--- src/rtl/spi_pkg.sv ---
// spi_pkg: shared FSM encoding and command-byte layout for the SPI register bank.
package spi_pkg;
  typedef enum logic [2:0] {S_IDLE, S_CMD, S_WDATA, S_RDATA, S_IGNORE} state_t;
  localparam int CMD_RW_BIT = 7;
  localparam int CMD_ADDR_W = 7;
  localparam logic [7:0] DEF_DUMMY_BYTE = 8'h00;
endpackage

--- src/rtl/spi_byte_evt.sv ---
// spi_byte_evt: byte-event pulse on the falling edge of rx_done, frame-end pulse on the rising edge of ssn.
module spi_byte_evt (
  input  logic clk,
  input  logic rst_n,
  input  logic i_ssn,
  input  logic i_rx_done,
  output logic o_byte_evt,
  output logic o_frame_end
);
  logic r_rx_done_q, r_ssn_q;
  always_ff @(posedge clk or negedge rst_n)
    if (!rst_n) begin
      r_rx_done_q <= 1'b0;
      r_ssn_q     <= 1'b0;
    end else begin
      r_rx_done_q <= i_rx_done;
      r_ssn_q     <= i_ssn;
    end
  assign o_byte_evt  = r_rx_done_q & ~i_rx_done;
  assign o_frame_end = i_ssn & ~r_ssn_q;
endmodule

--- src/rtl/spi_slave_reg_bank.sv ---
// spi_slave_reg_bank: SPI two-byte command decoder and register bank.
// Define SPI_REG_BANK_AUTOINC_EN for burst transfers with auto-incrementing address.
module spi_slave_reg_bank
  import spi_pkg::*;
#(
  parameter int NUM_REGS = 16,
  parameter logic [7:0] DUMMY_BYTE = DEF_DUMMY_BYTE,
  localparam int HAW = (NUM_REGS > 1) ? $clog2(NUM_REGS) : 1
) (
  input  logic                  clk,
  input  logic                  rst_n,
  input  logic                  i_ssn,
  input  logic [7:0]            i_rx_byte,
  input  logic                  i_rx_done,
  output logic [7:0]            o_tx_byte,
  input  logic [HAW-1:0]        i_host_raddr,
  output logic [7:0]            o_host_rdata,
  output logic                  o_wr_stb,
  output logic [CMD_ADDR_W-1:0] o_wr_addr,
  output logic                  o_cmd_err
);
  state_t r_state, w_state_nx;
  logic [7:0] r_regs [NUM_REGS];
  logic [7:0] r_tx, w_tx_nx, w_rd;
  logic [CMD_ADDR_W-1:0] r_addr, w_addr_nx, w_acc_addr, r_wr_addr;
  logic r_armed, r_wr_stb, r_cmd_err, w_we, w_err, w_rng, w_byte_evt, w_frame_end;

  spi_byte_evt u_evt (
    .clk(clk), .rst_n(rst_n), .i_ssn(i_ssn), .i_rx_done(i_rx_done),
    .o_byte_evt(w_byte_evt), .o_frame_end(w_frame_end)
  );

  // Address touched by the current byte event: the command address, or the burst pointer
  assign w_acc_addr = (r_state == S_CMD) ? i_rx_byte[CMD_ADDR_W-1:0] :
                      (r_state == S_RDATA) ? r_addr + 1'b1 : r_addr;
  assign w_rng = 32'(w_acc_addr) < NUM_REGS;
  assign w_rd = w_rng ? r_regs[w_acc_addr[HAW-1:0]] : 8'h00;

  always_ff @(posedge clk or negedge rst_n)
    if (!rst_n) r_state <= S_IDLE;
    else r_state <= w_state_nx;

  // A frame only opens once ssn has been seen high since reset
  always_comb begin
    w_state_nx = r_state;
    w_addr_nx = r_addr;
    w_tx_nx = r_tx;
    w_we = 1'b0;
    w_err = 1'b0;
    if (i_ssn) begin
      w_state_nx = S_IDLE;
      w_tx_nx = DUMMY_BYTE;
    end else if (r_state == S_IDLE) begin
      w_state_nx = r_armed ? S_CMD : S_IDLE;
    end else if (w_byte_evt) begin
      case (r_state)
        S_CMD: begin
          w_addr_nx = i_rx_byte[CMD_ADDR_W-1:0];
          w_err = ~w_rng;
          w_tx_nx = i_rx_byte[CMD_RW_BIT] ? w_rd : r_tx;
          w_state_nx = i_rx_byte[CMD_RW_BIT] ? S_RDATA : S_WDATA;
        end
        S_WDATA: begin
          w_we = w_rng;
`ifdef SPI_REG_BANK_AUTOINC_EN
          w_err = ~w_rng;
          w_addr_nx = r_addr + 1'b1;
`else
          w_state_nx = S_IGNORE;
`endif
        end
        S_RDATA: begin
`ifdef SPI_REG_BANK_AUTOINC_EN
          w_err = ~w_rng;
          w_addr_nx = r_addr + 1'b1;
          w_tx_nx = w_rd;
`else
          w_tx_nx = DUMMY_BYTE;
          w_state_nx = S_IGNORE;
`endif
        end
        default: ;
      endcase
    end
  end

  always_ff @(posedge clk or negedge rst_n)
    if (!rst_n) begin
      for (int i = 0; i < NUM_REGS; i++) r_regs[i] <= 8'h00;
      r_addr <= '0;
      r_tx <= DUMMY_BYTE;
      r_wr_stb <= 1'b0;
      r_wr_addr <= '0;
      r_cmd_err <= 1'b0;
      r_armed <= 1'b0;
    end else begin
      if (w_we) begin
        r_regs[r_addr[HAW-1:0]] <= i_rx_byte;
        r_wr_addr <= r_addr;
      end
      r_addr <= w_addr_nx;
      r_tx <= w_tx_nx;
      r_wr_stb <= w_we;
      r_cmd_err <= w_err;
      r_armed <= r_armed | w_frame_end;
    end

  assign o_tx_byte = r_tx;
  assign o_wr_stb = r_wr_stb;
  assign o_wr_addr = r_wr_addr;
  assign o_cmd_err = r_cmd_err;
  assign o_host_rdata = (32'(i_host_raddr) < NUM_REGS) ? r_regs[i_host_raddr] : 8'h00;
endmodule
--- config.mk ---
export PLATFORM = sky130hd
export DESIGN_NAME = spi_slave_reg_bank
export DESIGN_NICKNAME = d
export VERILOG_FILES = /design/src/rtl/spi_pkg.sv /design/src/rtl/spi_byte_evt.sv /design/src/rtl/spi_slave_reg_bank.sv
export SDC_FILE = /design/constraint.sdc
export NUM_CORES = 1
export LEC_CHECK = 0
export BUFFER_PORTS_ARGS = -buffer_cell sky130_fd_sc_hd__buf_2
export CAP_MARGIN = 40
export CORE_MARGIN = 5
export CORE_UTILIZATION = 31
export DETAILED_ROUTE_END_ITERATION = 8
export PLACE_DENSITY_LB_ADDON = 0.1
export SYNTH_ARGS = -nofsm -noshare
export SYNTH_HDL_FRONTEND = slang
export SYNTH_SLANG_ARGS = --single-unit
--- constraint.sdc ---
create_clock -name clk -period 4 [get_ports clk]
set_input_delay 0.8 -clock clk [delete_from_list [all_inputs] [get_ports clk]]
set_output_delay 0.8 -clock clk [all_outputs]
set_load 0.01 [all_outputs]
==> flow_metrics.env <==
export IMPL_status="complete, no violations"
export IMPL_dr_first_iter_drc_count=703
export IMPL_synth_top_family_by_area="multiplexers"
export IMPL_die_h_um=190
export IMPL_row_count=66
export IMPL_cellPowerDensity_mw_per_mm2=377
export IMPL_ys_ff_latch=158
export IMPL_place_hpwl_um=23000
export IMPL_die_area_mm2=0.0363
export IMPL_antenna_cells=0
export IMPL_wl_per_cell_um=26.7
export IMPL_track_usage_pct=20.7
export IMPL_grt_max_degree=85
export IMPL_final_max_slew_viol_count=0
export IMPL_syn_inst=925
export IMPL_setup_viol=0
export IMPL_async_flop_share_pct=100
export IMPL_synthSimpleGateAreaFrac_pct=19.6
export IMPL_antenna_left=0
export IMPL_synth_seq_area_share_pct=39.2
export IMPL_synthToLayoutAreaGrowth_pct=13.2
export IMPL_required_ns=3.20
export IMPL_grt_pass1_vias=7909
export IMPL_syn_num_nets=945
export IMPL_dp_cells=1352
export IMPL_cp_arrival_ns=2.58
export IMPL_synthMuxAreaShare_pct=26.6
export IMPL_gp_congestion=0.788
export IMPL_clock_sinks=158
export IMPL_layout_drive_gt1_share_pct=32.8
export IMPL_worst_pin_slew_ns=0.921
export IMPL_period_needed_ns=3.38
export IMPL_cts_resized=0
export IMPL_cts_tree="built"
export IMPL_synthFlopType="dfrtp_1"
export IMPL_timing_final_hold_violations=0
export IMPL_maxCapViolCount=0
export IMPL_clockBufferDepth=2
export IMPL_grt_pass1_wl_um=55600
export IMPL_path_class="in2out"
export IMPL_overflow=0
export IMPL_fin_nets=949
export IMPL_cts_max_level=4
export IMPL_synth_top_area_cell="dfrtp_1"
export IMPL_netlist_top_cells_area="dfrtp_1 (39%), mux2_2 (16%), mux4_2 (8.9%), o211ai_1 (4.2%), nand4_1 (3.7%)"
export IMPL_min_period_over_period_pct=84.4
export IMPL_timing_setup_tns_ns=0
export IMPL_startpoint_type="input port"
export IMPL_fillers=3263
export IMPL_numCtsBuffers=17
export IMPL_numPortBuffers=40
export IMPL_core_mm2=0.0324
export IMPL_rsz0062_at_grt="false"
export IMPL_hp_class="in2async"
export IMPL_synth_common_cells="dfrtp_1 (158), mux2_2 (140), nand4_1 (59)"
export IMPL_synth_compound_area_share_pct=10.3
export IMPL_worstPathMaxFanout=17
export IMPL_first_pass_iters=5
export IMPL_yosys_area_share_adder_pct=0.496
export IMPL_cts_setup_buffers=0
export IMPL_peakVddDrop_uv=252
export IMPL_initial_utilization_pct=31.2
export IMPL_leakage_nw=5.03
export IMPL_synth_area_mm2=0.0101
export IMPL_synth_cell_types=52
export IMPL_synth_top_cell_area_share_pct=39.2
export IMPL_stdcell_count=1383
export IMPL_fmax_mhz=296
export IMPL_io_pins=41
export IMPL_relSlewSlack_pct=38.4
export IMPL_drt_total_wl_um=36900
export IMPL_ys_warn_count=0
export IMPL_end_kind="output pin"
export IMPL_antenna_found_initial=1
export IMPL_via_count=7957
export IMPL_synth_avg_cell_area_um2=10.9
export IMPL_synth_most_common_cell="dfrtp_1"
export IMPL_synth_edff_count=0
export IMPL_cts_root_buf="clkbuf_16"
export IMPL_clk_latency_ns=0.44
export IMPL_hold_buffers=0
export IMPL_via_per_inst=5.75
export IMPL_fin_worst_skew_ns=0.00970
export IMPL_synth_xor_area_share_pct=0
export IMPL_fp_dieW_um=190
export IMPL_cts_clk_slew_worst_paths_ns=0.06
export IMPL_drc_errors=0
logic make-up (layout without fill, tap and decap cells):
family | count (synthesis) | after routing
and+or+nand+nor | 308 | 308
AOI/OAI and AO/OA | 159 | 159
DFF | 158 | 158
buffers and inverters | 96 | 112
adders and majority gates | 4 | 4
muxes | 200 | 200
final timing paths:
kind,depth (start not counted),slack [ns],end,start
min in group clk,1,0.46,r_armed,r_armed
max,5,0.62,o_host_rdata[7],i_host_raddr[0]
max in group asynchronous,2,2.98,r_regs[11],rst_n
max reg2reg,8,0.86,o_tx_byte[3],r_state[0]
min reg2reg,1,0.46,r_armed,r_armed
min,1,0.31,r_regs[12],rst_n
worst max-delay path: stages:
cell,delay (ns)
buf_2,0.12
buf_4,0.35
mux4_2,0.55
mux4_2,0.55
buf_2,0.18
state kept, by name (all words and copies together), names as in the netlist:
signal	cells
u_evt.r_ssn_q	1
r_regs	128
o_wr_stb	1
r_state	3
r_armed	1
o_cmd_err	1
o_tx_byte	8
r_addr	7
u_evt.r_rx_done_q	1
o_wr_addr	7
cells in the final DEF, fill, tap and decap left out, drive strengths merged, types with 32 or more instances in the layout:
master	instances
buf	76
dfrtp	158
nand3	53
nand4	62
and2	32
o211ai	57
nand2	46
mux2	143
o21ai	56
nor2b	38
mux4	40
cell type report:
cell class                 instances  area (um^2)  area share [%]
clock buffer                      20          457            4.00
tap                              442          553            4.84
clock inverter                    11          118            1.03
multi-input combinational        671         5780            50.6
inverter                           5         18.8           0.164
timing repair buffer              76          534            4.68
sequential                       158         3960            34.6
report_power, final:
part           total (W)  switching, W  internal, W
clock            0.00167      0.000726     0.000944
combinational   0.000944      0.000676     0.000268
sequential       0.00169     0.0000585      0.00163
routing by layer:
layer | share of wire (%) | track usage [%] | up-vias
li1 | - | - | 3527
met1 | 45 | 29.1 | 4091
met2 | 45 | 30.8 | 270
met3 | 5.9 | 4.85 | 67
met4 | 4.0 | 8.37 | 2
met5 | 0.024 | 0 | -
per-stage QoR:
stage	util (%)	area [um^2]	hold WS, ns	setup WS [ns]	power [W]
finish	35.3	11400	0.315	0.624	0.00430
global route	35.3	11400	0.350	0.529	0.00446
CTS	35.3	11400	0.330	0.625	0.00433
detailed placement	33.5	10800	0.455	0.617	0.00265
global placement	33.4	10800	0.447	0.639	0.00265
floorplan	-	10100	0.428	0.582	0.00229
Power figures use the tool's default switching activity.
